[config.mk]
export PLATFORM = sky130hd
export DESIGN_NAME = wb_pwm_fader
export DESIGN_NICKNAME = d
export VERILOG_FILES = /design/src/rtl/wb_pwm_fader.sv
export SDC_FILE = /design/constraint.sdc
export NUM_CORES = 1
export LEC_CHECK = 0
export ABC_AREA = 0
export CAP_MARGIN = 20
export CORE_MARGIN = 4
export CORE_UTILIZATION = 40
export CTS_BUF_LIST = sky130_fd_sc_hd__clkbuf_16
export DETAILED_ROUTE_END_ITERATION = 8
export PLACE_DENSITY = 0.78
export SLEW_MARGIN = 20
export SYNTH_ARGS = -nofsm -noshare
export SYNTH_HDL_FRONTEND = slang
export SYNTH_SLANG_ARGS = --single-unit
[constraint.sdc]
create_clock -name wb_clk_i -period 4.5 [get_ports wb_clk_i]
set_input_delay 0.9 -clock wb_clk_i [delete_from_list [all_inputs] [get_ports wb_clk_i]]
set_output_delay 0.9 -clock wb_clk_i [all_outputs]
set_load 0.02 [all_outputs]
[src/rtl/wb_pwm_fader.sv]
// wb_pwm_fader: Wishbone-programmed fader that ramps CHANNELS duty-cycle
// values one LSB per prescaler tick toward their targets and pushes each new
// value to a downstream PWM block through a pipelined Wishbone master port.
// Optional build macro WB_PWM_FADER_READBACK_EN enables slave register reads;
// without it wb_dat_o is constant 0.
module wb_pwm_fader #(
  parameter int BITS          = 4,
  parameter int CHANNELS      = 3,
  parameter int PRESCALE_BITS = 16
) (
  input  logic        wb_clk_i,
  input  logic        wb_rst_i,
  input  logic        wb_cyc_i,
  input  logic        wb_stb_i,
  input  logic        wb_we_i,
  input  logic [31:0] wb_adr_i,
  input  logic [31:0] wb_dat_i,
  output logic [31:0] wb_dat_o,
  output logic        wb_ack_o,
  output logic        wb_stall_o,
  output logic        m_wb_cyc_o,
  output logic        m_wb_stb_o,
  output logic        m_wb_we_o,
  output logic [31:0] m_wb_adr_o,
  output logic [31:0] m_wb_dat_o,
  input  logic        m_wb_ack_i,
  input  logic        m_wb_stall_i
);

  localparam int IDX_W = (CHANNELS > 1) ? $clog2(CHANNELS) : 1;

  typedef enum logic [1:0] {IDLE, SCAN, REQ, WAIT_ACK} state_t;

  state_t                        state_q, state_d;
  logic [IDX_W-1:0]              idx_q, idx_d;
  logic [CHANNELS-1:0][BITS-1:0] tgt_q, cur_q;
  logic [PRESCALE_BITS-1:0]      period_q, cnt_q;
  logic                          pend_q, pend_clr, tick;
  logic                          ack_q;
  logic [31:0]                   rdat_q;
  logic                          slv_req;
  logic [3:0]                    slv_idx;
  logic [BITS-1:0]               cur_sel, tgt_sel;
  logic                          last_ch, step_en, adv;
  logic                          cyc_c, stb_c, bus_c;
  logic                          unused_bits;

  assign slv_req     = wb_cyc_i & wb_stb_i;
  assign slv_idx     = wb_adr_i[5:2];
  assign cur_sel     = cur_q[idx_q];
  assign tgt_sel     = tgt_q[idx_q];
  assign last_ch     = (idx_q == IDX_W'(CHANNELS - 1));
  assign tick        = (cnt_q == '0);
  assign wb_stall_o  = 1'b0;
  assign unused_bits = ^{wb_adr_i[31:6], wb_adr_i[1:0], wb_dat_i};

  // Slave register writes and the single-cycle acknowledge
  always_ff @(posedge wb_clk_i) begin
    if (wb_rst_i) begin
      tgt_q    <= '0;
      period_q <= PRESCALE_BITS'(16'h00FF);
      ack_q    <= 1'b0;
    end else begin
      ack_q <= slv_req;
      if (slv_req && wb_we_i) begin
        if (slv_idx == 4'd15)
          period_q <= wb_dat_i[PRESCALE_BITS-1:0];
        else if (slv_idx < 4'(CHANNELS))
          tgt_q[slv_idx[IDX_W-1:0]] <= wb_dat_i[BITS-1:0];
      end
    end
  end

`ifdef WB_PWM_FADER_READBACK_EN
  logic [31:0] rdat_d, cur_pack;

  // Read mux: targets, packed current values, period
  always_comb begin
    cur_pack = '0;
    for (int i = 0; i < CHANNELS; i++) cur_pack[i*BITS +: BITS] = cur_q[i];
    rdat_d = '0;
    if (slv_idx == 4'd15)            rdat_d = 32'(period_q);
    else if (slv_idx == 4'd14)       rdat_d = cur_pack;
    else if (slv_idx < 4'(CHANNELS)) rdat_d = 32'(tgt_q[slv_idx[IDX_W-1:0]]);
  end

  // Read data is registered so it lines up with wb_ack_o
  always_ff @(posedge wb_clk_i) begin
    if (wb_rst_i)                rdat_q <= '0;
    else if (slv_req && !wb_we_i) rdat_q <= rdat_d;
    else                         rdat_q <= '0;
  end
`else
  assign rdat_q = '0;
`endif

  // Prescaler: tick when the count hits 0, then reload from the period register
  always_ff @(posedge wb_clk_i) begin
    if (wb_rst_i)  cnt_q <= '0;
    else if (tick) cnt_q <= period_q;
    else           cnt_q <= cnt_q - PRESCALE_BITS'(1);
  end

  // At most one tick is remembered while a sweep is in progress
  always_ff @(posedge wb_clk_i) begin
    if (wb_rst_i)                       pend_q <= 1'b0;
    else if (pend_clr)                  pend_q <= 1'b0;
    else if (tick && state_q != IDLE)   pend_q <= 1'b1;
  end

  // Sweep FSM next-state and master-bus controls
  always_comb begin
    state_d  = state_q;
    idx_d    = idx_q;
    pend_clr = 1'b0;
    step_en  = 1'b0;
    adv      = 1'b0;
    cyc_c    = 1'b0;
    stb_c    = 1'b0;
    bus_c    = 1'b0;
    case (state_q)
      IDLE: begin
        if (tick || pend_q) begin
          state_d  = SCAN;
          idx_d    = '0;
          pend_clr = 1'b1;
        end
      end
      SCAN: begin
        if (cur_sel != tgt_sel) begin
          step_en = 1'b1;
          state_d = REQ;
        end else begin
          adv = 1'b1;
        end
      end
      REQ: begin
        cyc_c = 1'b1;
        stb_c = 1'b1;
        bus_c = 1'b1;
        // an ack coinciding with acceptance completes the write right here
        if (!m_wb_stall_i) begin
          if (m_wb_ack_i) adv = 1'b1;
          else            state_d = WAIT_ACK;
        end
      end
      WAIT_ACK: begin
        cyc_c = 1'b1;
        bus_c = 1'b1;
        if (m_wb_ack_i) adv = 1'b1;
      end
      default: state_d = IDLE;
    endcase
    if (adv) begin
      if (last_ch) begin
        state_d = IDLE;
      end else begin
        state_d = SCAN;
        idx_d   = idx_q + IDX_W'(1);
      end
    end
  end

  // FSM state and channel index registers
  always_ff @(posedge wb_clk_i) begin
    if (wb_rst_i) begin
      state_q <= IDLE;
      idx_q   <= '0;
    end else begin
      state_q <= state_d;
      idx_q   <= idx_d;
    end
  end

  // One-LSB step toward target; SCAN only steps when they differ, so no wrap
  always_ff @(posedge wb_clk_i) begin
    if (wb_rst_i) begin
      cur_q <= '0;
    end else if (step_en) begin
      if (cur_sel < tgt_sel) cur_q[idx_q] <= cur_sel + BITS'(1);
      else                   cur_q[idx_q] <= cur_sel - BITS'(1);
    end
  end

  // Outputs are forced quiet while reset is asserted so an in-flight
  // master cycle is dropped in the reset cycle itself
  assign m_wb_cyc_o = cyc_c & ~wb_rst_i;
  assign m_wb_stb_o = stb_c & ~wb_rst_i;
  assign m_wb_we_o  = bus_c & ~wb_rst_i;
  assign m_wb_adr_o = (bus_c && !wb_rst_i) ? 32'({idx_q, 2'b00}) : 32'd0;
  assign m_wb_dat_o = (bus_c && !wb_rst_i) ? 32'(cur_sel) : 32'd0;
  assign wb_ack_o   = ack_q & ~wb_rst_i;
  assign wb_dat_o   = wb_rst_i ? 32'd0 : rdat_q;

endmodule

==> flow_summary.yaml <==
power:
  swShare_pct: 32.6
  p_comb_share_pct: 26.4
  power.share.clock_pct: 36.8
  power_density_nw_per_um2: 429
  p_int_mw: 1.21
  p_seq_share_pct: 36.8
  ir_drop_v: 0.000213
  switching_power_mw: 0.584
  p_leak_nw: 1.68
critical_path:
  crit_fanout: 19
  cp.arrival_ns: 2.79
  critical_path.cell_chain: "nor2b_1 > o2bb2ai_1 > inv_1 > nor3_1 > clkdlybuf4s50_1"
  slowest_delay_ns: 0.70
  endpoint_kind: "primary output"
  crit_path_top_delay_cell: "dfxtp_1"
  crit_family: "buffers and inverters"
  worstPathRequired_ns: 3.60
  worst-path-buf-inv: 2
  start_kind: "register"
  crit_type: "register to primary output"
grt:
  globalRouteTotalUtil_pct: 12.2
  overflow: 0
  grt_max_degree: 65
  antenna_found_initial: 0
  grt_pass1_wl_mm: 11.1
  first_global_vias: 2500
yosys:
  synth_top_flop_cell: "dfxtp_1"
  synthMostInstantiatedCell: "buf_4"
  syn_area_um2: 3780
  synth_common_cells: "buf_4, dfxtp_1, nor2_1"
  async_reset_ff_share_pct: 0
  ys_seq_area_share_pct: 32.8
  yosys.area.top_type: "dfxtp_1"
  synth.distinct_cells: 44
  synth_edf_count: 0
  synth.area.top_cells: "dfxtp_1, buf_4, mux2i_1, nor2_1, ha_1"
  avgSynthCellArea_um2: 8.73
  synthCells: 433
  synth_seq_cells: 62
  synth.top_cell.area_share_pct: 32.8
  yosysWarnings: 0
clocking:
  cts.sinks: 62
  cts_tree: "yes"
  clkLatencyLatePin_ns: 0.32
  clk_pin_slew_worst_paths_ns: 0.05
  post-cts-setup-buffers: 0
  cts_resized: 0
  cts-root-buf: "clkbuf_16"
  cts-buffers-inserted: 9
  clockBufferDepth: 2
  cts.htree.levels: 3
  cts_hold_buf: 0
detailed_routing:
  dr.pass1.iters: 5
  vias_per_cell: 4.54
  finalWirelength_mm: 6.78
  route.detailed.drc: 0
  dr_total_vias: 2694
  ant_nets: 0
  wire_per_inst_um: 11.4
  first_iter_violations: 114
worst_hold_path:
  hp-class: "register to register"
die:
  fp-row-count: 35
  dieArea_um2: 11100
  fp.dieW_um: 105
  core_um2: 9240
  num_io_pins: 172
  fp.dieH_um: 105
  start_util_pct: 40.9
sta:
  skew_ns: 0.00380
  rsz0062_at_grt: "false"
  slew_violations: 0
  finalHoldViolations: 0
  finalSetupTns_ns: 0
  tightestPinTransition_ns: 0.810
  min_period_ns: 3.69
  max_freq_mhz: 271
  relSlewSlack_pct: 45.9
  whs_ns: 0.477
  setup_violations: 0
  period_share_pct: 81.9
finish:
  multi_input_area_um2: 2080
  drive_above_1_share_pct: 5.17
  nFillCells: 857
  area_growth_pct: 10.5
  final_nets: 544
  seq_area_um2: 1240
  final_cells: 593
  diodes: 0
placed_design:
  hpwl_mm: 5.04
  port-buffer-count: 36
  gp_congestion: 0.841
  dp.cells: 577
outcome:
  outcome: "finished, final reports clean"
run:
  cap_violations: 0
-- flip-flops by register name, indices dropped and copies added, names as in the netlist, named ones only --
signal / cells
period_q: 16
ack_q: 1
state_q: 2
tgt_q: 12
cur_q: 9
pend_q: 1
cnt_q: 16
idx_q: 1
-- through the flow --
| stage | util (%) | area (um2) | setup WS, ns | power, mW |
|---|---|---|---|---|
| after floorplan | - | 4120 | 1.81 | 1.09 |
| after global placement | 41.8 | 3860 | 1.23 | 1.11 |
| after detailed placement | 42.0 | 3880 | 1.15 | 1.13 |
| after CTS | 45.1 | 4170 | 0.803 | 1.80 |
| after global routing | 45.2 | 4180 | 0.624 | 1.89 |
| final | 45.2 | 4180 | 0.814 | 1.79 |
-- metal layers --
layer / track usage (%) / wire length, um
met5: 0 / 0
met4: 3.19 / 42
met3: 4.41 / 425
met2: 21.9 / 3490
met1: 13.5 / 2830
-- power by group through the flow --
stage	combinational (mW)	sequential (mW)	clock (mW)
after CTS	0.471	0.657	0.673
after detailed placement	0.464	0.668	0
final	0.473	0.659	0.660
after floorplan	0.432	0.653	0
after global routing	0.523	0.667	0.703
after global placement	0.441	0.665	0
-- cell families (layout without fill, tap and decap cells) --
family | Yosys count | after routing | synth area share, %
AND/OR/NAND/NOR | 134 | 134 | 17.3
buffers and inverters | 119 | 60 | 21.2
flip-flops | 62 | 62 | 32.8
AO/OA/AOI/OAI | 49 | 49 | 9.93
multiplexers | 42 | 42 | 11.2
adder cells (fa/ha/maj) | 14 | 14 | 4.63
XOR/XNOR | 12 | 12 | 2.78
other | 1 | 91 | 0.0992
-- area by class of cell --
cell class | count | share of cell area (%)
Multi-Input combinational cell | 342 | 49.9
Sequential cell | 62 | 29.7
Timing Repair Buffer | 38 | 9.05
Clock buffer | 9 | 5.39
Tap cell | 129 | 3.87
Clock inverter | 7 | 1.56
Inverter | 6 | 0.539
-- placed cells by master (no fill, tap or decap), types with 3 or more instances in the layout --
| master | n |
|---|---|
| a21oi_1 | 3 |
| clkbuf_16 | 9 |
| clkinvlp_4 | 3 |
| or4_1 | 4 |
| ha_1 | 14 |
| nand3_1 | 6 |
| mux2i_1 | 40 |
| dfxtp_1 | 62 |
| inv_1 | 5 |
| xnor2_1 | 6 |
| nor3_1 | 5 |
| nor2_1 | 61 |
| nor2b_1 | 14 |
| nand4_1 | 4 |
| a211o_1 | 8 |
| nor4_1 | 5 |
| conb_1 | 91 |
| o22a_1 | 3 |
| and2_1 | 4 |
| o21ai_0 | 6 |
| clkdlybuf4s50_1 | 35 |
| nand2_1 | 17 |
| o2bb2ai_1 | 3 |
| xor2_1 | 6 |
| a311oi_1 | 3 |
| and3_1 | 3 |
| a211oi_1 | 14 |
-- worst register-to-register path, stage by stage (launching register included) --
cell,delay (ns)
dfxtp_1,0.70
nor2b_1,0.46
o2bb2ai_1,0.24
inv_1,0.20
ha_1,0.35
and4_1,0.22
nand2_1,0.06
a21oi_1,0.36
o2bb2ai_1,0.21
or3b_1,0.39
a21oi_1,0.15
-- final timing paths --
path	startpoint	end	slack [ns]	cells past startpoint
max	register	m_wb_dat_o[0]	0.81	5
min	period_q[14]	cnt_q[14]	0.48	2
min reg2reg	period_q[14]	cnt_q[14]	0.48	2
max reg2reg	register	state_q[1]	1.08	10
Power figures use the tool's default switching activity.
